**src/rtl/mux_n_pkg.sv**
```systemverilog
// Shared defaults and select-range helper for the registered N-way selector.
package mux_n_pkg;

  localparam int MUX_N_DEF_WIDTH = 32;
  localparam int MUX_N_DEF_N     = 4;

  function automatic logic sel_in_range(input int unsigned sel, input int unsigned n);
    return sel < n;
  endfunction

endpackage

```
**src/rtl/mux_n_comb.sv**
```systemverilog
// Combinational N-way selector; an out-of-range select yields zero.
module mux_n_comb
  import mux_n_pkg::*;
#(
  parameter int WIDTH = MUX_N_DEF_WIDTH,
  parameter int N     = MUX_N_DEF_N,
  localparam int SELW = $clog2(N)
) (
  input  logic [N*WIDTH-1:0] data_in,
  input  logic [SELW-1:0]    sel,
  output logic [WIDTH-1:0]   y
);

  logic [WIDTH-1:0] in_arr [N];
  logic [WIDTH-1:0] pick;

  genvar gi;
  generate
    for (gi = 0; gi < N; gi++) begin : g_slice
      assign in_arr[gi] = data_in[gi*WIDTH +: WIDTH];
    end
  endgenerate

  // Compare-and-pick loop avoids indexing the array with an illegal select.
  always_comb begin
    pick = '0;
    for (int k = 0; k < N; k++) begin
      if (32'(sel) == k) pick = in_arr[k];
    end
  end

  assign y = sel_in_range(32'(sel), N) ? pick : '0;

endmodule

```
**src/rtl/mux_n_reg.sv**
```systemverilog
// N-way selector with one registered output stage and valid/ready on both sides.
// Optional MUX_N_REG_SEL_ERR_EN builds a registered out-of-range select flag.
module mux_n_reg
  import mux_n_pkg::*;
#(
  parameter int WIDTH = MUX_N_DEF_WIDTH,
  parameter int N     = MUX_N_DEF_N,
  localparam int SELW = $clog2(N)
) (
  input  logic               clk,
  input  logic               rst_n,
  input  logic               in_valid,
  output logic               in_ready,
  input  logic [SELW-1:0]    sel,
  input  logic [N*WIDTH-1:0] data_in,
  input  logic               flush,
  output logic               out_valid,
  input  logic               out_ready,
  output logic [WIDTH-1:0]   out,
  output logic               sel_err
);

  logic [WIDTH-1:0] sel_data;
  logic             accept;
  logic             out_valid_q, out_valid_d;
  logic [WIDTH-1:0] out_q, out_d;

  mux_n_comb #(.WIDTH(WIDTH), .N(N)) u_comb (
    .data_in (data_in),
    .sel     (sel),
    .y       (sel_data)
  );

  // No path from in_valid: readiness depends only on held state, flush and out_ready.
  assign in_ready = !flush && (!out_valid_q || out_ready);
  assign accept   = in_valid && in_ready;

  always_comb begin
    out_valid_d = out_valid_q;
    out_d       = out_q;
    if (flush) begin
      out_valid_d = 1'b0;
    end else if (accept) begin
      out_valid_d = 1'b1;
      out_d       = sel_data;
    end else if (out_valid_q && out_ready) begin
      out_valid_d = 1'b0;
    end
  end

  always_ff @(posedge clk) begin
    if (!rst_n) begin
      out_valid_q <= 1'b0;
      out_q       <= '0;
    end else begin
      out_valid_q <= out_valid_d;
      out_q       <= out_d;
    end
  end

`ifdef MUX_N_REG_SEL_ERR_EN
  logic sel_err_q, sel_err_d;

  always_comb begin
    sel_err_d = sel_err_q;
    if (flush) begin
      sel_err_d = 1'b0;
    end else if (accept) begin
      sel_err_d = !sel_in_range(32'(sel), N);
    end
  end

  always_ff @(posedge clk) begin
    if (!rst_n) sel_err_q <= 1'b0;
    else        sel_err_q <= sel_err_d;
  end

  assign sel_err = sel_err_q;
`else
  assign sel_err = 1'b0;
`endif

  assign out_valid = out_valid_q;
  assign out       = out_q;

endmodule

```
**config.mk**
```make
export PLATFORM = sky130hd
export DESIGN_NAME = mux_n_reg
export DESIGN_NICKNAME = d
export VERILOG_FILES = /design/src/rtl/mux_n_pkg.sv /design/src/rtl/mux_n_comb.sv /design/src/rtl/mux_n_reg.sv
export SDC_FILE = /design/constraint.sdc
export NUM_CORES = 1
export LEC_CHECK = 0
export CELL_PAD_IN_SITES_DETAIL_PLACEMENT = 1
export CELL_PAD_IN_SITES_GLOBAL_PLACEMENT = 1
export CORE_UTILIZATION = 20
export CTS_CLUSTER_DIAMETER = 30
export DETAILED_ROUTE_END_ITERATION = 10
export PLACE_DENSITY_LB_ADDON = 0.12
export SYNTH_ARGS = -nofsm -noshare
export SYNTH_HDL_FRONTEND = slang
export SYNTH_SLANG_ARGS = --single-unit
```
**constraint.sdc**
```tcl
create_clock -name clk -period 1.2 [get_ports clk]
set_input_delay 0.24 -clock clk [delete_from_list [all_inputs] [get_ports clk]]
set_output_delay 0.24 -clock clk [all_outputs]
set_load 0.005 [all_outputs]
```
==> impl_summary.log, run 1 <==
INFO  metric run_status = complete, but fails checks
INFO  metric violations = DRC, setup timing
INFO  metric timing.final.crit_period = 1.367 ns
INFO  metric setup_repair_after_global_routing_missed_its_margin = yes
INFO  metric synth.avg_cell_area = 15.38 sq um
INFO  metric finalNonFillerCells = around 400
INFO  metric remaining_global_route_overflow = 0
INFO  metric worstSetupStartpointType = flip-flop
INFO  metric synth-seq-area-share = 36.09%
INFO  metric most-common-layout-cells = clkdlybuf4s50_1 (130), dlygate4sd2_1 (34), a22o_1 (32)
INFO  metric path_delay_family = compound AO/OA/AOI/OAI gates
INFO  metric insertedDiodeCount = 0
INFO  metric num_io_pins = 170
INFO  metric detailed_place_hpwl = 5.180 mm
INFO  metric htree_num_levels = 2
INFO  metric skew = 0.006193 ns
INFO  metric synth_cells = 119
INFO  metric total_via_count_in_the_routed_design = 1,889
INFO  metric power-per-cell-area = 812.2 mW/mm^2
INFO  metric gp_congestion = slightly below 0.7
INFO  metric drcViolationCount = 22
INFO  metric crit_arrival = 1.54 ns
INFO  metric antenna_left = 0
INFO  metric floorplan.initialDensity = 20.79%
INFO  metric syn_nets = 254
INFO  metric final_net_count = 429
INFO  metric preCtsSetupSlack = -0.4689 ns
INFO  metric classification_of_the_worst_slack_hold_path = input pin to flip-flop
INFO  metric cts.sink_count = 33
INFO  metric crit_buf_inv = 2
INFO  metric holdWs = between 0.4 and 0.5 ns
INFO  metric dr.first_iter.drc_count = 47
INFO  metric worstSkewPairLatency = 0.29 ns
INFO  metric layout.cells.most_common = clkdlybuf4s50_1
INFO  metric grt_start_max_net_pins = 33
INFO  metric path_cells = nor2b_4, buf_6, o31a_1, buf_12, a22o_1
INFO  metric critical_path.max_fanout = 32
INFO  metric worst_setup_path_end_kind = flip-flop
INFO  metric die_height = 97.67 um
INFO  metric die_w = between 90 and 100 um
INFO  metric critical-path-slowest-cell = dfxtp_2
INFO  metric fin_ws = -0.1670 ns
INFO  metric global_route.usage.met1 = 19.04%
INFO  metric max_freq = roughly 0.73 GHz
INFO  metric place.port_buffers = between 150 and 200
INFO  metric design.die.area = 0.009539 sq mm
INFO  metric finalMaxSlewViolations = 0
INFO  metric grt_busiest_layer = met2
INFO  metric yosys_register_bits = 33
INFO  metric number_of_global_route_vias_before_repair = 2,105
INFO  metric clk_path_buf_depth = 2
INFO  metric cts-buffers-inserted = 5
INFO  metric cts_tree = done
INFO  metric design.core.area = 0.008806 sq mm
INFO  metric wl = slightly above 7 mm
INFO  metric placementRows = 34
INFO  metric grt.met2_usage = 26.51%
INFO  metric syn-cell-area = 0.001831 sq mm
INFO  metric timing_worst_setup_path_type = flip-flop to flip-flop
INFO  metric grt_first_pass_wirelength = around 12 mm
INFO  metric routed_wire_length_per_instance = 17.65 um
INFO  metric timing.critical_path.slowest_cell_delay = 0.32 ns
INFO  metric cts_root_buffer = clkbuf_8
INFO  metric netlist_cell_types = 14
INFO  metric irDropWorstVdd = 0.3049 mV
INFO  metric power.static_leakage = 1.567 nW
INFO  metric cts.reportedPaths.clkPinSlew = 0.07 ns
INFO  metric fillers = 944
INFO  metric flow.area_growth_from_synthesis = 108.5%
INFO  metric antenna_found_initial = 0
INFO  metric grtUsageTotal = ~16%
INFO  metric maxCapViolations = 0
INFO  metric synth-warning-count = 0
INFO  metric placed_instance_count = just under 400
INFO  metric setup_viol = 33
INFO  metric hold_viol_final = 0
INFO  metric globalRouteMet3Util = 5.899%
INFO  metric layout-drive-gt1-share = between 20% and 30%
INFO  metric finalCritPeriodShare = 113.9%
INFO  metric dr_pass1_iterations = 7
INFO  metric crit_required = ~1.4 ns
INFO  metric via_per_inst = ~4.7
## final timing paths
path              from        end  slack, ns  cells after the start
max          out_valid    out[25]      -0.17                      5
min              flush  out_valid       0.44                      3
max reg2reg  out_valid    out[25]      -0.17                      5
min reg2reg    out[24]    out[24]       0.47                      1
## cell usage after synthesis
library cell / count / area, sq um
mux4_2: 30 / 675.7
buf_2: 9 / 45.04
nor4b_4: 1 / 23.77
a22o_1: 32 / 280.3
mux4_1: 2 / 52.55
nor2b_2: 1 / 8.760
nor3b_1: 1 / 7.510
nor2_1: 2 / 7.510
inv_1: 1 / 3.750
dfxtp_1: 33 / 660.6
buf_4: 1 / 7.510
buf_6: 4 / 45.04
o31a_1: 1 / 8.760
conb_1: 1 / 3.750
## power breakdown
group | switching [mW] | internal [mW]
Sequential | 0.0299 | 1.16
Combinational | 0.258 | 0.709
Clock | 0.425 | 0.519
## worst register-to-register path, stage by stage, from the launching register on
cell and delay [ns]:
dfxtp_2 0.32, nor2b_4 0.13, buf_6 0.11, o31a_1 0.26
buf_12 0.18, a22o_1 0.25
## state kept, by name (all words and copies together) (netlist names)
signal     cells
out           32
out_valid      1
## metrics by stage
stage	area [sq um]	TNS (ns)	util, %	power (mW)
floorplan	1862	-1.539	-	1.582
global placement	3684	-15.38	41.83	2.214
detailed placement	3684	-15.06	41.83	2.222
CTS	3860	-5.855	43.83	3.176
global route	3817	-6.192	43.35	3.275
finish	3817	-4.844	43.35	3.101
## what timing repair did
item,CTS,global route
buffers inserted,4,1
hold buffers,0,0
resized for setup,44,6
pin swaps,9,3
gates cloned,2,0
endpoints found under the hold margin,0,0
setup endpoints to repair,66,33
## cells by family (layout without fill, tap and decap cells)
| group | after synthesis | in the layout | synth area share [%] |
|---|---|---|---|
| other | 1 | 1 | 0.2049 |
| AND/OR/NAND/NOR | 5 | 5 | 2.598 |
| multiplexers | 32 | 32 | 39.78 |
| AO/OA/AOI/OAI | 33 | 33 | 15.79 |
| buffers and inverters | 15 | 191 | 5.536 |
| flip-flops | 33 | 33 | 36.09 |
## per-layer routing
metal / part of all wire [%] / vias to the layer above
li1: - / 857
met1: 40 / 928
met2: 48 / 98
met3: 11 / 6
met4: 0.94 / 0
met5: 0 / -
## area by class of cell
class	instances	area, sq um	share of cell area (%)
inverter	1	3.754	0.09833
sequential	33	663.1	17.37
clock buffer	7	96.34	2.524
multi-input combinational	71	1070	28.02
clock inverter	1	5.005	0.1311
timing repair buffer	182	1844	48.31
tap	108	135.1	3.540
Power figures use the tool's default switching activity.
==> inputs of run 2 (changes only) <==
Settings changed: CELL_PAD_IN_SITES_DETAIL_PLACEMENT 1 to 0, CELL_PAD_IN_SITES_GLOBAL_PLACEMENT 1 to 2, CORE_UTILIZATION 20 to 15, GPL_ROUTABILITY_DRIVEN set to 0, GPL_TIMING_DRIVEN set to 0.
==> run 2 against run 1 <==
Net effect: power rose by 12%; clock power rose by 31%; non-clock buffer count rose by 12; the flow finishes with violations (setup timing); global-route usage fell by 4.0 points; largest power group is now the clock network; cell count rose by 12%; critical path depth fell by 1.
==> impl_summary.log, run 2 (synthesis gave the netlist of run 1 again) <==
INFO  metric number_of_global_route_vias_before_repair = 2,149 (+2.1%)
INFO  metric die_w = 112.5 um (+15%)
INFO  metric fin_ws = -0.2123 ns (-0.04529 ns)
INFO  metric holdWs = 0.4157 ns (-0.02326 ns)
INFO  metric wl = 7.277 mm (+2.3%)
INFO  metric crit_arrival = 1.58 ns (+0.04 ns)
INFO  metric hold_viol_final = 0 (unchanged)
INFO  metric worstHoldStart = flush
INFO  metric finalMaxSlewViolations = 0 (unchanged)
INFO  metric highest-signal-layer = met4
INFO  metric met2_wirelength = 3.408 mm (-0.26%)
INFO  metric num_io_pins = 170 (unchanged)
INFO  metric worst_r2r_path_depth = 4 (-1)
INFO  metric place.port_buffers = 167 (-0.60%)
INFO  metric largest_register_ffs = 32 (unchanged)
INFO  metric detailed_place_hpwl = 5.452 mm (+5.2%)
INFO  metric reg2reg_setup_slack = -0.21 ns (-0.05 ns)
INFO  metric flow.area_growth_from_synthesis = 123.0%
INFO  metric floorplan.initialDensity = 15.70% (-5.1 points)
INFO  metric cts_root_buffer = clkbuf_16
INFO  metric irDropWorstVdd = 0.5288 mV (+73%)
INFO  metric dr_pass1_iterations = 4 (-3)
INFO  metric design.core.area = 0.01166 sq mm (+32%)
INFO  metric drt-met1-wl = 3.117 mm (+9.0%)
INFO  metric placementRows = 39 (+15%)
INFO  metric timing.final.crit_period = 1.412 ns (+0.04529 ns)
INFO  metric placed_instance_count = 429 (+10%)
INFO  metric grt_start_max_net_pins = 11 (-67%)
INFO  metric dr.first_iter.drc_count = 67 (+43%)
INFO  metric critical-path-slowest-cell = o31a_4
INFO  metric setup_repair_after_global_routing_missed_its_margin = yes
INFO  metric grt_first_pass_wirelength = 11.34 mm (-1.9%)
INFO  metric setup-tns-final = -6.273 ns (-1.429 ns)
INFO  metric p_int = 2.712 mW (+14%)
INFO  metric maxCapViolations = 0 (unchanged)
INFO  metric power_frac_seq = 34.1% (-4.3 points)
INFO  metric worst_setup_path_end_kind = flip-flop
INFO  metric cts_tree = done
INFO  metric finalPower = 3.488 mW (+12%)
INFO  metric preCtsSetupSlack = -0.6684 ns (-0.1995 ns)
INFO  metric via_per_inst = 4.256 (-9.2%)
INFO  metric skew = 0.006378 ns (+0.0001853 ns)
INFO  metric postPlaceCellArea = 0.003712 sq mm (+0.78%)
INFO  metric insertedDiodeCount = 0 (unchanged)
INFO  metric die_height = 112.5 um (+15%)
INFO  metric wl_met3 = 691 um (-9.9%)
INFO  metric violations = setup timing
INFO  metric switchingPower = 0.7761 mW (+8.9%)
INFO  metric critical_path.max_fanout = 5 (-84%)
INFO  metric timing.critical_path.slowest_cell_delay = 0.37 ns (+0.05 ns)
INFO  metric antenna_left = 0 (unchanged)
INFO  metric routed_wire_length_per_instance = 16.17 um (-8.4%)
INFO  metric max_freq = 0.7080 GHz (-3.2%)
INFO  metric clk_path_buf_depth = 2 (unchanged)
INFO  metric clockPowerShare = 35.6% (+5.2 points)
INFO  metric power.combinational.fraction = 30.2% (-1.0 points)
INFO  metric path_cells = nor2b_4, o31a_4, bufbuf_16, a22o_1
INFO  metric htree_num_levels = 2 (unchanged)
INFO  metric most-common-layout-cells = clkdlybuf4s50_1 (129), dlygate4sd2_1 (37), a22o_1 (32), dfxtp_1 (32), mux4_2 (31)
INFO  metric cts-buffers-inserted = 5 (unchanged)
INFO  metric drcViolationCount = 0 (-100%)
INFO  metric layout-drive-gt1-share = 22.48% (+2.1 points)
INFO  metric total_via_count_in_the_routed_design = 1,915 (+1.4%)
INFO  metric power.static_leakage = 1.675 nW (+6.9%)
INFO  metric power-per-cell-area = 854.3 mW/mm^2 (+5.2%)
INFO  metric fraction_of_power_spent_switching_nets = 22.25% (-0.73 points)
INFO  metric cts.sink_count = 33 (unchanged)
INFO  metric hold_buffer_count_at_cts = 0 (unchanged)
INFO  metric run_status = complete, but fails checks
INFO  metric finalNonFillerCells = 450 (+12%)
INFO  metric timing_worst_setup_path_type = flip-flop to flip-flop
INFO  metric worstSetupStartpointType = flip-flop
INFO  metric destination_of_the_worst_hold_path = out_valid
INFO  metric remaining_global_route_overflow = 0 (unchanged)
INFO  metric cts.reportedPaths.clkPinSlew = 0.06 ns (about the same)
INFO  metric hold_path_depth = 2 (-1)
INFO  metric final_net_count = 441 (+2.8%)
INFO  metric layout.cells.most_common = clkdlybuf4s50_1
INFO  metric fin_util = 35.01% (-8.3 points)
INFO  metric regToRegStartpoint = out_valid
INFO  metric critical_path.reg2reg.endpoint = out[18]
INFO  metric crit_required = 1.37 ns (about the same)
INFO  metric grtUsageTotal = 11.82% (-4.0 points)
INFO  metric classification_of_the_worst_slack_hold_path = input pin to flip-flop
INFO  metric setup_viol = 33 (unchanged)
INFO  metric design.die.area = 0.01265 sq mm (+33%)
INFO  metric finalCritPeriodShare = 117.7% (+3.8 points)
INFO  metric worstSkewPairLatency = 0.27 ns (-0.02 ns)
INFO  metric finalInstanceArea = 0.004083 sq mm (+6.9%)
INFO  metric antenna_found_initial = 0 (unchanged)
==> run 2: worst max-delay path by stage <==
stage                         start  endpoint  slack (ns)  cells after the start
after floorplan           out_valid    out[0]       -0.05                      4
after global placement       sel[1]   out[29]       -0.69                      4
after CTS                 out_valid   out[14]       -0.23                      4
after global routing      out_valid    out[9]       -0.27                      7
final                     out_valid   out[18]       -0.21                      4
after detailed placement     sel[1]   out[29]       -0.67                      4
==> run 2: area by class of cell <==
cell class / count / area (sq um)
fillers: 1170 / 7580
repair buffers: 180 / 1815
multi-input cells: 71 / 1079
flip-flops and latches: 33 / 661.9
plain buffers: 14 / 207.7
well taps: 143 / 178.9
clock buffers: 8 / 136.4
inverters: 1 / 3.754
==> run 2: what timing repair did <==
action | CTS | global route
resized for setup | 73 | 4
cloned | 3 | 1
endpoints found under the setup margin | 66 | 33
setup buffers | 7 | 2
pin swaps | 24 | 8
==> run 2: layer usage <==
layer | up-vias | global-route usage [%]
met5 | - | 0
met4 | 0 | 2.756
met3 | 4 | 4.536
met2 | 98 | 19.63
met1 | 925 | 14.42
li1 | 888 | -
==> run 2: power by group through the flow <==
stage	sequential [mW]	combinational, mW	clock, mW
6_report	1.19	1.05	1.24
5_1_grt	1.20	1.13	1.35
4_1_cts	1.19	1.07	1.29
3_5_place_dp	1.22	1.00	0
3_3_place_gp	1.22	1.00	0
2_1_floorplan	1.22	0.361	0
==> run 2: critical path, delay by kind of cell (launching register included) <==
kind / cells / cell delay [ns]
compound gates: 2 / 0.59
flops: 1 / 0.31
buf+inv: 1 / 0.28
simple gates: 1 / 0.13
